File: config.mk
export PLATFORM = sky130hd
export DESIGN_NAME = param_fifo
export DESIGN_NICKNAME = d
export VERILOG_FILES = /design/src/rtl/fifo_pkg.sv /design/src/rtl/fifo_regfile.sv /design/src/rtl/param_fifo.sv
export SDC_FILE = /design/constraint.sdc
export NUM_CORES = 1
export LEC_CHECK = 0
export ABC_AREA = 1
export CORE_MARGIN = 1.5
export CORE_UTILIZATION = 40
export CTS_BUF_LIST = sky130_fd_sc_hd__clkbuf_16
export CTS_CLUSTER_SIZE = 8
export DETAILED_ROUTE_END_ITERATION = 8
export SYNTH_ARGS = -nofsm -noshare
export SYNTH_HDL_FRONTEND = slang
export SYNTH_HIERARCHICAL = 1
export SYNTH_SLANG_ARGS = --single-unit
File: constraint.sdc
create_clock -name clk -period 3.1 [get_ports clk]
set_input_delay 0.465 -clock clk [delete_from_list [all_inputs] [get_ports clk]]
set_output_delay 0.465 -clock clk [all_outputs]
set_load 0.05 [all_outputs]
File: src/rtl/fifo_pkg.sv
// Shared sizing helpers and reset constants for param_fifo and its register file.
// Used by both the default build and the FIFO_ALMOST_FLAGS_EN build.
package fifo_pkg;

    localparam int PTR_RST_VAL   = 0;
    localparam int COUNT_RST_VAL = 0;

    // Pointer width for a power-of-two depth; a depth of 1 would still need one address bit
    function automatic int fifo_addr_width(input int depth);
        return (depth < 2) ? 1 : $clog2(depth);
    endfunction

    // One extra bit so the count can represent DEPTH itself
    function automatic int fifo_count_width(input int depth);
        return fifo_addr_width(depth) + 1;
    endfunction

endpackage

File: src/rtl/fifo_regfile.sv
// DEPTH x WIDTH storage array: one synchronous write port, one read port.
// The read data is registered by the parent, so this port is a plain array lookup.
module fifo_regfile
    import fifo_pkg::*;
#(
    parameter int WIDTH = 32,
    parameter int DEPTH = 8
) (
    input  logic                               clk,
    input  logic                               we,
    input  logic [fifo_addr_width(DEPTH)-1:0]  wr_addr,
    input  logic [WIDTH-1:0]                   wr_data,
    input  logic [fifo_addr_width(DEPTH)-1:0]  rd_addr,
    output logic [WIDTH-1:0]                   rd_data
);

    logic [WIDTH-1:0] r_mem [DEPTH];

    always_ff @(posedge clk) begin
        if (we) begin
            r_mem[wr_addr] <= wr_data;
        end
    end

    assign rd_data = r_mem[rd_addr];

endmodule

File: src/rtl/param_fifo.sv
// Parametrised synchronous FIFO with registered, zero-when-idle read data and ack/err pulses.
// Define FIFO_ALMOST_FLAGS_EN to add the almost_full / almost_empty ports (AF_LEVEL / AE_LEVEL).
module param_fifo
    import fifo_pkg::*;
#(
    parameter int WIDTH = 32,
    parameter int DEPTH = 8
`ifdef FIFO_ALMOST_FLAGS_EN
    ,
    parameter int AF_LEVEL = DEPTH - 1,
    parameter int AE_LEVEL = 1
`endif
) (
    input  logic                                clk,
    input  logic                                reset,
    input  logic                                wr_en,
    input  logic [WIDTH-1:0]                    din,
    input  logic                                rd_en,
    output logic [WIDTH-1:0]                    dout,
    output logic [fifo_count_width(DEPTH)-1:0]  data_count,
    output logic                                full,
    output logic                                empty,
`ifdef FIFO_ALMOST_FLAGS_EN
    output logic                                almost_full,
    output logic                                almost_empty,
`endif
    output logic                                wr_ack,
    output logic                                wr_err,
    output logic                                rd_ack,
    output logic                                rd_err
);

    localparam int AW = fifo_addr_width(DEPTH);
    localparam int CW = fifo_count_width(DEPTH);

    logic [AW-1:0]    r_head;
    logic [AW-1:0]    r_tail;
    logic [CW-1:0]    r_count;
    logic [WIDTH-1:0] r_dout;
    logic             r_wr_ack;
    logic             r_wr_err;
    logic             r_rd_ack;
    logic             r_rd_err;

    logic             w_full;
    logic             w_empty;
    logic             w_we;
    logic             w_re;
    logic [WIDTH-1:0] w_rd_data;

    assign w_full  = (r_count == CW'(DEPTH));
    assign w_empty = (r_count == CW'(0));

    // A full FIFO still takes a write when a read frees a slot in the same cycle;
    // an empty FIFO never lets a read see the incoming write.
    assign w_we = wr_en & (~w_full | rd_en);
    assign w_re = rd_en & ~w_empty;

    fifo_regfile #(
        .WIDTH (WIDTH),
        .DEPTH (DEPTH)
    ) u_regfile (
        .clk     (clk),
        .we      (w_we & ~reset),
        .wr_addr (r_tail),
        .wr_data (din),
        .rd_addr (r_head),
        .rd_data (w_rd_data)
    );

    always_ff @(posedge clk) begin
        if (reset) begin
            r_head   <= AW'(PTR_RST_VAL);
            r_tail   <= AW'(PTR_RST_VAL);
            r_count  <= CW'(COUNT_RST_VAL);
            r_dout   <= '0;
            r_wr_ack <= 1'b0;
            r_wr_err <= 1'b0;
            r_rd_ack <= 1'b0;
            r_rd_err <= 1'b0;
        end else begin
            if (w_we) begin
                r_tail <= r_tail + AW'(1);
            end
            if (w_re) begin
                r_head <= r_head + AW'(1);
            end
            r_count  <= r_count + CW'(w_we) - CW'(w_re);
            r_dout   <= w_re ? w_rd_data : '0;
            r_wr_ack <= w_we;
            r_wr_err <= wr_en & ~w_we;
            r_rd_ack <= w_re;
            r_rd_err <= rd_en & ~w_re;
        end
    end

    assign dout       = r_dout;
    assign data_count = r_count;
    assign full       = w_full;
    assign empty      = w_empty;
    assign wr_ack     = r_wr_ack;
    assign wr_err     = r_wr_err;
    assign rd_ack     = r_rd_ack;
    assign rd_err     = r_rd_err;

`ifdef FIFO_ALMOST_FLAGS_EN
    assign almost_full  = (r_count >= CW'(AF_LEVEL));
    assign almost_empty = (r_count <= CW'(AE_LEVEL));
`endif

endmodule

# Word-level counts from Yosys, hierarchy flattened
# Memory sizes are Yosys's and may differ from the RTL's. A register that Yosys moved wholly into a read port is not among the register bits.
# Index checks and enable logic that the tools add are counted.
op_classes:
  addsub: 4
  eq_ne: 1
  muxes: 2
  bitwise_logic: 11
  reduce_logical: 2
op_table:
  columns: ["cell", "n"]
  rows:
  - ["3-bit by 1-bit adder with 3-bit output, second input constant", 2]
  - ["1-bit AND", 5]
  - ["1-bit inverter", 5]
  - ["4-bit by 1-bit adder with 4-bit output", 1]
  - ["4-bit equality test, second input constant", 1]
  - ["4-bit logical NOT", 1]
  - ["4-bit by 1-bit subtractor with 4-bit output", 1]
  - ["1-bit two-way mux", 2]
  - ["2-bit OR reduction", 1]
  - ["1-bit OR", 1]
totals:
  regBits: 14
  ramBits: 256
  inputBits: 36
  out_inout_bits: 42
  wordCells: 28
  n_memories: 1
mem_list:
  columns: ["name", "depth", "word_bits", "read_ports", "rd_ports_with_merged_regs", "write_ports", "line", "rtl"]
  rows:
  - ["u_regfile.r_mem", 8, 32, 1, 1, 1, "fifo_regfile.sv:17", "logic [WIDTH-1:0] r_mem [DEPTH];"]

# Logic depth before layout (Yosys ltp)
depth:
  ltp_word: 7
  depth_mapped: 12
  mapped_depth_nobuf: 12

# Cells and area by module
# Netlist, hierarchy kept.
by_module_without_submodules:
  columns: ["module", "n_inst", "cells_each", "area_per_inst_um2", "seq_area_each_um2"]
  rows:
  - ["fifo_regfile", 1, 1124, 11232.0, 7687.4]
  - ["param_fifo", 1, 189, 1675.4, 920.9]

# Worst setup path before layout
# Ideal clock, no wire load.
synth_path:
  path_kind: "register -> register"
  from: "register r_count[2] (netlist: data_count[2])"
  to: "memory u_regfile.r_mem[1][0], enable pin"
  setup_ns: 0.421
  arrival_time_ns: 2.780
  required_time_ns: 2.679
  path_slack_ns: -0.102
  stages_incl_launch_ff: 8
  n_path_buf: 0
  synth_period_minus_slack_ns: 3.202
  cell_sequence: "dfxtp_1 > inv_1 > ha_1 > nand3_2 > nand3_1 > inv_1 > nand2_1 > nor2_1"
synth_via:
  elab_chain_cells: 7
synth_rtl:
  columns: ["element", "line", "rtl"]
  rows:
  - ["start: declaration", "param_fifo.sv:38", "logic [CW-1:0] r_count;"]
  - ["start signal: assignment", "param_fifo.sv:75", "r_count <= CW'(COUNT_RST_VAL);"]
  - ["start signal: assignment", "param_fifo.sv:88", "r_count <= r_count + CW'(w_we) - CW'(w_re);"]
  - ["4-bit equality test", "param_fifo.sv:51", "assign w_full = (r_count == CW'(DEPTH));"]
  - ["1-bit inverter", "param_fifo.sv:56", "assign w_we = wr_en & (~w_full | rd_en);"]
  - ["1-bit OR", "param_fifo.sv:56", null]
  - ["1-bit AND", "param_fifo.sv:56", null]
  - ["1-bit AND", "param_fifo.sv:64", ".we (w_we & ~reset),"]
  - ["1-bit two-way mux", "fifo_regfile.sv:20", "if (we) begin"]
  - ["1-bit two-way mux (implied by the code)", "fifo_regfile.sv:21", "r_mem[wr_addr] <= wr_data;"]
  - ["end: declaration", "fifo_regfile.sv:17", null]
# Every way passes these cells.

# Final worst setup path
layout_path:
  from: "register r_count[2] (netlist: data_count[2])"
  to: "output full"
layout_via:
  elab_chain_cells: 1
layout_rtl:
  columns: ["element", "line", "rtl"]
  rows:
  - ["4-bit equality test", "param_fifo.sv:51", null]
  - ["end: declaration", "param_fifo.sv:21", "output logic full,"]
# Every way passes these cells.

==> impl_metrics.py <==
metrics = {
    "run_status": {
        "status": "finished, final reports clean",
    },
    "setup_path": {
        "cp_max_fo": 3,
        "critical_path_buf_inv_count": 2,
        "end_kind": "output pin",
        "cp.depth": 4,
        "worstSetupPathType": "reg -> out",
        "critPathArrivalTime_ns": 2.11,
        "worstPathCellList": "inv_1, ha_1, nor3b_1, clkdlybuf4s50_1",
        "cp_slowest_cell": "clkdlybuf4s50_1",
        "crit_required_ns": 2.63,
        "critPathMaxStageDelay_ns": 0.83,
        "critical-path-top-delay-family": "buffers and inverters",
        "cp-start-kind": "register",
        "reg2reg_depth": 10,
    },
    "placement": {
        "dp_slack_ns": 0.385,
        "dpl.cell_count": 1760,
        "place_congestion": 0.738,
        "io_buffers": 77,
        "post-dp-hpwl_um": 14100,
    },
    "power": {
        "pwr-share-clk_pct": 35.5,
        "p_comb_share_pct": 24.4,
        "p_leak_nw": 7.06,
        "internal_power_mw": 8.11,
        "power.density_nw_per_um2": 767,
        "irDropWorstVdd_v": 0.000644,
        "sw_frac_of_total_pct": 31.4,
        "p_seq_share_pct": 40.1,
        "total_power_mw": 11.8,
        "power.switching_mw": 3.71,
    },
    "clock_tree": {
        "clock_latency_ns": 0.51,
        "cts_sinks": 302,
        "cts_setup_buffers": 0,
        "clk_path_buf_depth": 3,
        "cts_resized": 0,
        "tritoncts": "yes",
        "clk_pin_slew_worst_paths_ns": 0.05,
        "htreeDepth": 2,
        "cts_hold_buf": 0,
        "cts-root-buf": "clkbuf_16",
        "cts_buffers": 43,
    },
    "synth": {
        "ys_ff_latch": 302,
        "yosys_warnings": 6,
        "seq_area_frac_synth_pct": 66.7,
        "syn_area_sq_um": 12900,
        "synthDistinctLibCells": 25,
        "synth_nets": 1358,
        "synth_top_cell_area_share_pct": 59.6,
        "synthTopCellsByArea": "edfxtp_1 60%, nand2_1 13%, inv_1 9.0%",
        "syn-mean-instance-area_sq_um": 9.83,
        "yosys.area.top_type": "edfxtp_1",
        "syn-instance-count": 1313,
    },
    "detailed_routing": {
        "ant_nets": 0,
        "wl_um": 25900,
        "drtIter0Drc": 494,
        "wl_per_cell_um": 14.1,
        "drt_first_pass_iters": 5,
        "drc": 0,
        "viasPerCell": 4.49,
        "vias": 8246,
    },
    "die": {
        "die_x_um": 183,
        "dieArea_sq_um": 33400,
        "io-pin-count": 78,
        "rows": 65,
        "die_y_um": 183,
        "start_util_pct": 40.8,
        "core_sq_um": 31600,
    },
    "timing": {
        "timing.fmax_mhz": 388,
        "slew_viol_final": 0,
        "fin_worst_skew_ns": 0.00921,
        "rsz0062_at_grt": "false",
        "setup_viol": 0,
        "finalCritPeriodShare_pct": 83.1,
        "hold_violations": 0,
        "min_period_ns": 2.58,
        "worstMarginPinSlew_ns": 0.651,
        "setup_slack_ns": 0.524,
        "max_slew_margin_pct": 56.6,
    },
    "global_route": {
        "grt_use_total_pct": 16.0,
        "antenna_found_initial": 0,
        "grt_pass1_wl_um": 41900,
        "grt_pass1_vias": 8132,
        "grt_max_degree": 132,
        "gr-total-overflow": 0,
    },
    "final_layout": {
        "mostFrequentLayoutCells": "435 x nand2_1, 342 x inv_1, 256 x edfxtp_1, 136 x nand3_1, 77 x clkdlybuf4s50_1",
        "final_util_pct": 48.7,
        "num-fill-cells": 2855,
        "regArea_sq_um": 8610,
        "drive_above_1_share_pct": 6.48,
        "layout_commonest_cell": "nand2_1",
        "syn_to_final_growth_pct": 19.4,
        "final_cells": 1838,
        "multi_input_area_sq_um": 2830,
        "n_antenna_cell": 0,
        "fin_nets": 1448,
    },
    "job": {
        "cap_viol_max_count": 0,
    },
    "hold_path": {
        "worstHoldPathType": "reg -> reg",
        "min_path_cells": 2,
    },
}
synth_stat cells:
library cell    n
nand3_2         1
ha_1            8
clkbuf_1        8
a21oi_1         6
buf_12          1
inv_1         309
buf_6          13
nor2_1         42
nand2_4         2
nand3b_1        1
buf_2          20
nor2_2          9
nand3_1       136
nor3_1          1
nor2_4          3
inv_2           2
nand2_1       435
fa_1            1
buf_4           5
dfxtp_1        46
nor3b_1         1
buf_1           5
inv_4           1
xor2_1          1
edfxtp_1      256
logic make-up after synthesis:
| kind of cell | after synthesis | share of synthesized area (%) |
|---|---|---|
| flip-flops | 302 | 66.7 |
| adder cells (fa/ha/maj) | 9 | 0.931 |
| AND/OR/NAND/NOR | 631 | 20.3 |
| buffers and inverters | 364 | 11.8 |
| AO/OA/AOI/OAI | 6 | 0.233 |
| XOR/XNOR | 1 | 0.0679 |
power groups by stage:
stage | clock (mW) | sequential, mW | combinational (mW)
3_5_place_dp | 0 | 4.82 | 2.92
5_1_grt | 4.47 | 4.76 | 3.23
2_1_floorplan | 0 | 5.16 | 1.79
4_1_cts | 4.29 | 4.74 | 2.93
3_3_place_gp | 0 | 4.82 | 2.89
6_report | 4.20 | 4.74 | 2.88
worst reg2reg max path: cells and delay by family (launching register included):
family                   cells  cell delay, ns
buffers and inverters        2            0.12
AND/OR/NAND/NOR              4            0.60
flip-flops                   1            0.39
adder cells (fa/ha/maj)      3            0.79
XOR/XNOR                     1            0.14
final timing paths:
path | slack, ns | end | from
worst min-delay path | 0.57 | r_tail[2] | r_tail[2]
worst max-delay path | 0.52 | full | data_count[2]
worst max register to register | 0.95 | data_count[2] | data_count[1]
worst min register to register | 0.57 | r_tail[2] | r_tail[2]
cell type report:
type                       count  area share [%]
sequential                   302            55.9
timing repair buffer          97            6.71
clock buffer                  45            7.31
multi-input combinational    647            18.4
inverter                     312            7.63
clock inverter                33           0.804
tap                          402            3.26
flip-flops by register name, indices dropped and copies added, names as in the netlist:
signal           cells
r_head               3
rd_err               1
dout                32
data_count           4
r_tail               3
wr_ack               1
u_regfile/r_mem    256
wr_err               1
rd_ack               1
metrics by stage:
stage          cell area, sq um  TNS (ns)  hold WS [ns]
2_1_floorplan             12900    -24.09         0.458
3_3_place_gp              14200         0         0.539
3_5_place_dp              14200         0         0.547
4_1_cts                   15400         0         0.560
5_1_grt                   15400         0         0.591
6_report                  15400         0         0.565
per-layer routing:
| metal | vias up | track usage [%] | part of all wire, % |
|---|---|---|---|
| li1 | 4223 | - | - |
| met1 | 3816 | 20.8 | 46 |
| met2 | 157 | 27.4 | 48 |
| met3 | 50 | 2.81 | 3.9 |
| met4 | 0 | 4.96 | 2.1 |
| met5 | - | 0 | 0 |
Note: power is estimated with default switching activity, not from simulation.
